<file path="config.mk">
export PLATFORM = sky130hd
export DESIGN_NAME = uart_rx_param_flat
export DESIGN_NICKNAME = d
export VERILOG_FILES = /design/src/rtl/uart_rx_param_if.sv /design/src/rtl/uart_rx_param.sv /design/src/flat_wrapper.sv
export SDC_FILE = /design/constraint.sdc
export NUM_CORES = 1
export LEC_CHECK = 0
export CORE_MARGIN = 3
export CORE_UTILIZATION = 60
export CTS_BUF_LIST = sky130_fd_sc_hd__clkbuf_16
export DETAILED_ROUTE_END_ITERATION = 10
export DONT_BUFFER_PORTS = 1
export PLACE_DENSITY = 0.86
export SYNTH_ARGS = -nofsm -noshare
export SYNTH_HDL_FRONTEND = slang
export SYNTH_SLANG_ARGS = --single-unit
</file>
<file path="constraint.sdc">
create_clock -name clk_in -period 2.67 [get_ports clk_in]
set_input_delay 0.801 -clock clk_in [delete_from_list [all_inputs] [get_ports clk_in]]
set_output_delay 0.801 -clock clk_in [all_outputs]
set_load 0.005 [all_outputs]
</file>
<file path="src/rtl/uart_rx_param_if.sv">
// uart_rx_param_if: received-word handshake and status bundle between the UART receiver and its consumer.
interface uart_rx_param_if #(parameter int DATA_BITS = 8);
  logic [DATA_BITS-1:0] rx_data_out;
  logic rx_data_valid;
  logic rx_data_ready;
  logic parity_err;
  logic frame_err;
  logic break_det;
  logic overrun_err;
  logic rx_busy;
  modport master (
    output rx_data_out, rx_data_valid, parity_err, frame_err, break_det, overrun_err, rx_busy,
    input  rx_data_ready
  );
  modport slave (
    input  rx_data_out, rx_data_valid, parity_err, frame_err, break_det, overrun_err, rx_busy,
    output rx_data_ready
  );
endinterface

</file>
<file path="src/rtl/uart_rx_param.sv">
// uart_rx_param: oversampling UART receiver with majority voting, parity/frame/break/overrun detection and valid/ready output.
module uart_rx_param #(
  parameter int CLK_FREQ   = 12000000,
  parameter int BAUD       = 9600,
  parameter int OVERSAMPLE = 16,
  parameter int DATA_BITS  = 8,
  parameter int PARITY     = 0,
  parameter int STOP_BITS  = 1
) (
  input  logic clk_in,
  input  logic rst_n_in,
  input  logic rs232_rx,
  uart_rx_param_if.master dout
);
  localparam int DIV = CLK_FREQ / (BAUD * OVERSAMPLE);
  localparam int DW  = $clog2(DIV + 1);
  localparam int OW  = $clog2(OVERSAMPLE);
  localparam int BW  = $clog2(DATA_BITS + 1);
  typedef enum logic [2:0] {IDLE, START, DATA, PAR, STOP, BRK_WAIT} state_t;
  state_t state;
  logic s1, s2, rx_d;
  logic [DW-1:0] div_cnt;
  logic [OW-1:0] os_cnt;
  logic [BW-1:0] bit_cnt;
  logic [DATA_BITS-1:0] sh;
  logic sa, sb, par, any_one, fe_acc, pe_acc;
  logic tick, eval, maj, brk, done, pending;
  assign tick    = div_cnt == DW'(DIV - 1);
  assign eval    = tick && os_cnt == OW'(OVERSAMPLE / 2 + 1);
  assign maj     = (sa & sb) | (sa & s2) | (sb & s2);
  assign brk     = ~any_one & ~maj;
  assign done    = state == STOP && eval && bit_cnt == BW'(STOP_BITS - 1);
  assign pending = dout.rx_data_valid & ~dout.rx_data_ready;
  assign dout.rx_busy = state != IDLE;
  always_ff @(posedge clk_in or negedge rst_n_in)
    if (!rst_n_in) begin
      s1                 <= 1'b1;
      s2                 <= 1'b1;
      rx_d               <= 1'b1;
      state              <= IDLE;
      div_cnt            <= '0;
      os_cnt             <= '0;
      bit_cnt            <= '0;
      sh                 <= '0;
      sa                 <= 1'b1;
      sb                 <= 1'b1;
      par                <= 1'b0;
      any_one            <= 1'b0;
      fe_acc             <= 1'b0;
      pe_acc             <= 1'b0;
      dout.rx_data_out   <= '0;
      dout.rx_data_valid <= 1'b0;
      dout.parity_err    <= 1'b0;
      dout.frame_err     <= 1'b0;
      dout.break_det     <= 1'b0;
      dout.overrun_err   <= 1'b0;
    end else begin
      s1   <= rs232_rx;
      s2   <= s1;
      rx_d <= s2;
      // counters idle at zero so the first bit is phase-aligned to the start edge
      div_cnt <= state == IDLE || tick ? '0 : div_cnt + 1'b1;
      if (state == IDLE)
        os_cnt <= '0;
      else if (tick)
        os_cnt <= os_cnt == OW'(OVERSAMPLE - 1) ? '0 : os_cnt + 1'b1;
      if (tick && os_cnt == OW'(OVERSAMPLE / 2 - 1))
        sa <= s2;
      if (tick && os_cnt == OW'(OVERSAMPLE / 2))
        sb <= s2;
      case (state)
        IDLE:
          if (rx_d & ~s2)
            state <= START;
        START:
          if (eval) begin
            state   <= maj ? IDLE : DATA;
            bit_cnt <= '0;
            par     <= 1'b0;
            any_one <= 1'b0;
            fe_acc  <= 1'b0;
            pe_acc  <= 1'b0;
          end
        DATA:
          if (eval) begin
            sh      <= {maj, sh[DATA_BITS-1:1]};
            par     <= par ^ maj;
            any_one <= any_one | maj;
            bit_cnt <= bit_cnt == BW'(DATA_BITS - 1) ? '0 : bit_cnt + 1'b1;
            if (bit_cnt == BW'(DATA_BITS - 1))
              state <= PARITY != 0 ? PAR : STOP;
          end
        PAR:
          if (eval) begin
            pe_acc  <= PARITY == 1 ? ~(par ^ maj) : par ^ maj;
            any_one <= any_one | maj;
            state   <= STOP;
          end
        STOP:
          if (eval) begin
            fe_acc  <= fe_acc | ~maj;
            any_one <= any_one | maj;
            bit_cnt <= bit_cnt + 1'b1;
            if (bit_cnt == BW'(STOP_BITS - 1))
              state <= brk ? BRK_WAIT : IDLE;
          end
        BRK_WAIT:
          if (s2)
            state <= IDLE;
        default:
          state <= IDLE;
      endcase
      dout.break_det   <= done & brk;
      dout.overrun_err <= done & pending;
      if (done && !brk && !pending) begin
        dout.rx_data_out   <= sh;
        dout.parity_err    <= pe_acc;
        dout.frame_err     <= fe_acc | ~maj;
        dout.rx_data_valid <= 1'b1;
      end else if (dout.rx_data_valid && dout.rx_data_ready) begin
        dout.rx_data_valid <= 1'b0;
        dout.parity_err    <= 1'b0;
        dout.frame_err     <= 1'b0;
      end
    end
endmodule

</file>
<file path="src/flat_wrapper.sv">
// flat-port wrapper written by rule: the top's interface ports become plain ports
module uart_rx_param_flat 
#(
  parameter int CLK_FREQ   = 12000000,
  parameter int BAUD       = 9600,
  parameter int OVERSAMPLE = 16,
  parameter int DATA_BITS  = 8,
  parameter int PARITY     = 0,
  parameter int STOP_BITS  = 1
)
  (clk_in, rst_n_in, rs232_rx, dout_rx_data_out, dout_rx_data_valid, dout_parity_err, dout_frame_err, dout_break_det, dout_overrun_err, dout_rx_busy, dout_rx_data_ready);
  uart_rx_param_if #(.DATA_BITS(DATA_BITS)) dout_i ();
  input  logic clk_in;
  input  logic rst_n_in;
  input  logic rs232_rx;
  output wire logic [$bits(dout_i.rx_data_out)-1:0] dout_rx_data_out;
  output wire logic [$bits(dout_i.rx_data_valid)-1:0] dout_rx_data_valid;
  output wire logic [$bits(dout_i.parity_err)-1:0] dout_parity_err;
  output wire logic [$bits(dout_i.frame_err)-1:0] dout_frame_err;
  output wire logic [$bits(dout_i.break_det)-1:0] dout_break_det;
  output wire logic [$bits(dout_i.overrun_err)-1:0] dout_overrun_err;
  output wire logic [$bits(dout_i.rx_busy)-1:0] dout_rx_busy;
  input wire logic [$bits(dout_i.rx_data_ready)-1:0] dout_rx_data_ready;
  assign dout_rx_data_out = dout_i.rx_data_out;
  assign dout_rx_data_valid = dout_i.rx_data_valid;
  assign dout_parity_err = dout_i.parity_err;
  assign dout_frame_err = dout_i.frame_err;
  assign dout_break_det = dout_i.break_det;
  assign dout_overrun_err = dout_i.overrun_err;
  assign dout_rx_busy = dout_i.rx_busy;
  assign dout_i.rx_data_ready = dout_rx_data_ready;
  uart_rx_param #(.CLK_FREQ(CLK_FREQ), .BAUD(BAUD), .OVERSAMPLE(OVERSAMPLE), .DATA_BITS(DATA_BITS), .PARITY(PARITY), .STOP_BITS(STOP_BITS)) u_core (.clk_in(clk_in), .rst_n_in(rst_n_in), .rs232_rx(rs232_rx), .dout(dout_i));
endmodule
</file>
==> results_dict.tcl <==
set metrics [dict create \
    grt_max_degree 49 \
    post-route-min-period_ps 2284 \
    cp_slowest_stage_delay_ps 510 \
    wl_met1_um 2093 \
    avgSynthCellArea_sq_um 10.95 \
    tightestPinTransition_ps 580.8 \
    synth_top_area_frac 0.4529 \
    setup-tns-final_ps 0 \
    max_slew_margin 0.6112 \
    slew_viol_final 0 \
    via_per_inst 6.244 \
    wl_met3_um 160 \
    cts_buffers 5 \
    htreeDepth 2 \
    die-area_sq_um 4751 \
    cp-end-kind "register" \
    timing_worst_setup_path_type "register to register" \
    leakage_nw 1.207 \
    drc 0 \
    antenna_found_initial 0 \
    finClkSkew_ps 6.255 \
    grt_setup_unrepaired "false" \
    die_w_um 68.93 \
    crit_path_cell_trace "inv_1, ha_1, and4bb_1, and3_1, nor4b_4, mux2_2" \
    dr_wl_met2_um 2375 \
    cap_violations 0 \
    async_flop_share 1.000 \
    postCtsSetupRepairBufs 0 \
    cp-start-kind "register" \
    p_per_area_nw_per_um2 664.4 \
    top_layer_used "met4" \
    die_h_um 68.93 \
    reg2reg_from "u_core.div_cnt[1]" \
    grt_pass1_wl_um 7590 \
    hold_viol 0 \
    clkTransAtPathRegs_ps 60 \
    setup_viol 0 \
    routed_wl_um 4684 \
    worst-path-max-fanout 11 \
    port_buffers 0 \
    yosysTopAreaCell "dfrtp_1" \
    slowest_stage "nor4b_4" \
    gp_congestion 0.8513 \
    clockBufferDepth 2 \
    ant_nets 0 \
    fmax_mhz 437.9 \
    synth_area_leaders "dfrtp_1 45%, mux2_2 8.5%, dfstp_2 5.5%" \
    antenna_cells 0 \
    cp.arrival_ps 2450 \
    period_share 0.8554 \
    cp.required_ps 2840 \
    io-pin-count 18 \
    synth_cells 217 \
    synth_seq_cells 48 \
    fillCellCount 269 \
    drt-pass1-iter-count 4 \
    syn_nets 228 \
    drt_iter0_markers 112 \
    cts_sinks 48 \
    core_sq_um 3744 \
    start_util 0.6347 \
    ys_seq_area_frac 0.5082 \
    rows 22 \
    cts_tree "done" \
    rr_worst_depth 6 \
    cts_resized 0 \
    ys.flop_type "dfrtp_1" \
    insertion_delay_ps 290 \
    vias 1692 \
    ys_warn_count 0 \
    ys_types 48 \
    status "finished, final reports clean" \
    cts_root_buf "clkbuf_16" \
    fin_nets 233 \
    synth_edf_count 0 \
    postCtsHoldBufs 0 \
    wire_per_inst_um 17.28 \
    hold_class "input pin to asynchronous set/reset pin" \
    drive_gt1_frac 0.1839 \
    area_growth_pct 9.689 \
    grt_overflow 0 \
    power.total_mw 1.731 \
    rr_endpoint "u_core.sh[3]" \
    hpwl_um 3116 \
    grt_use_total 0.2218 \
    synthesis.area_sq_um 2376 \
    ir_drop_uv 499.4 \
    r2r_slack_ps 390 \
    first_global_vias 1624 \
]
[state kept, by name (all words and copies together) (netlist names), 3 cells and up]
signal                   count
u_core.state                 3
u_core.sh                    8
u_core.div_cnt               7
u_core.dout.rx_data_out      8
u_core.bit_cnt               4
u_core.os_cnt                4
[synth_stat cells (all sizes together) (3+ instances only)]
| master | number |
|---|---|
| xor2 | 6 |
| nor2 | 14 |
| a31oi | 4 |
| o211ai | 3 |
| nand2b | 4 |
| nand3 | 12 |
| inv | 9 |
| nand4 | 5 |
| buf | 7 |
| mux2 | 18 |
| a21oi | 6 |
| dfrtp | 43 |
| ha | 7 |
| nor3 | 5 |
| o21ai | 13 |
| nand2 | 15 |
| dfstp | 5 |
[critical path: cells and delay by family, from the launching register on]
family,cells,cell delay [ps]
buffers and inverters,1,60
muxes,1,410
and+or+nand+nor,3,1160
adders and majority gates,1,130
DFF,1,400
[per-stage QoR]
step / cells / hold slack, ps / worst slack, ps / area (sq um) / utilization
finish: 271 / 200.3 / 386.2 / 2606 / 0.6962
global route: 271 / 191.2 / 215.5 / 2606 / 0.6962
CTS: 271 / 194.5 / 385.4 / 2606 / 0.6962
detailed placement: 263 / 348.8 / 420.5 / 2439 / 0.6514
global placement: 263 / 346.6 / 543.6 / 2439 / 0.6514
floorplan: 217 / 345.2 / 701.7 / 2376 / -
[cell families (layout without fill, tap and decap cells)]
group | after synthesis | count (layout) | synth area share
compound gates | 41 | 41 | 0.1122
xor+xnor | 8 | 8 | 0.02949
flops | 48 | 48 | 0.5082
buf+inv | 17 | 23 | 0.03212
mux | 18 | 18 | 0.08531
fa+ha+maj | 8 | 8 | 0.04107
simple gates | 77 | 77 | 0.1917
[cell usage in the layout (no fill, tap or decap), types with 3 or more instances in the layout]
cell       count
o211ai_1       3
dfrtp_1       43
nand4_1        5
o21ai_0       13
xor2_1         6
nor3_1         4
dfstp_2        5
clkbuf_16      5
mux2_2        18
nand2_1       15
a21oi_1        6
ha_1           7
buf_4          6
a31oi_1        4
nand2b_1       4
nor2_1        14
inv_1          9
nand3_1       12
[per-layer routing]
metal	vias to the layer above	global-route usage
met1	861	0.2939
met3	8	0.06483
met2	29	0.3512
met4	0	0.06813
li1	794	-
met5	-	0
[power breakdown]
| part | total (mW) | switching (mW) | internal (mW) |
|---|---|---|---|
| registers | 0.846 | 0.0595 | 0.787 |
| logic | 0.180 | 0.0995 | 0.0809 |
| clock network | 0.705 | 0.265 | 0.440 |
[worst max-delay path by stage]
stage,start,endpoint,slack [ps],cells past startpoint
5_1_grt,u_core.div_cnt[1],u_core.sh[3],220,6
3_3_place_gp,u_core.div_cnt[1],u_core.sh[3],540,6
2_1_floorplan,u_core.os_cnt[1],u_core.sh[0],700,7
6_report,u_core.div_cnt[1],u_core.sh[3],390,6
4_1_cts,u_core.div_cnt[1],u_core.sh[3],390,6
3_5_place_dp,u_core.div_cnt[1],u_core.sh[3],420,6
[cell type report]
class                      instances  area (sq um)  area share
sequential                        48          1207      0.4633
multi-input combinational        152          1092      0.4191
clock buffer                       5         125.1     0.04801
tap                               48         60.06     0.02304
timing repair buffer               6         45.04     0.01728
clock inverter                     3         42.54     0.01632
inverter                           9         33.78     0.01296
Power figures use the tool's default switching activity.
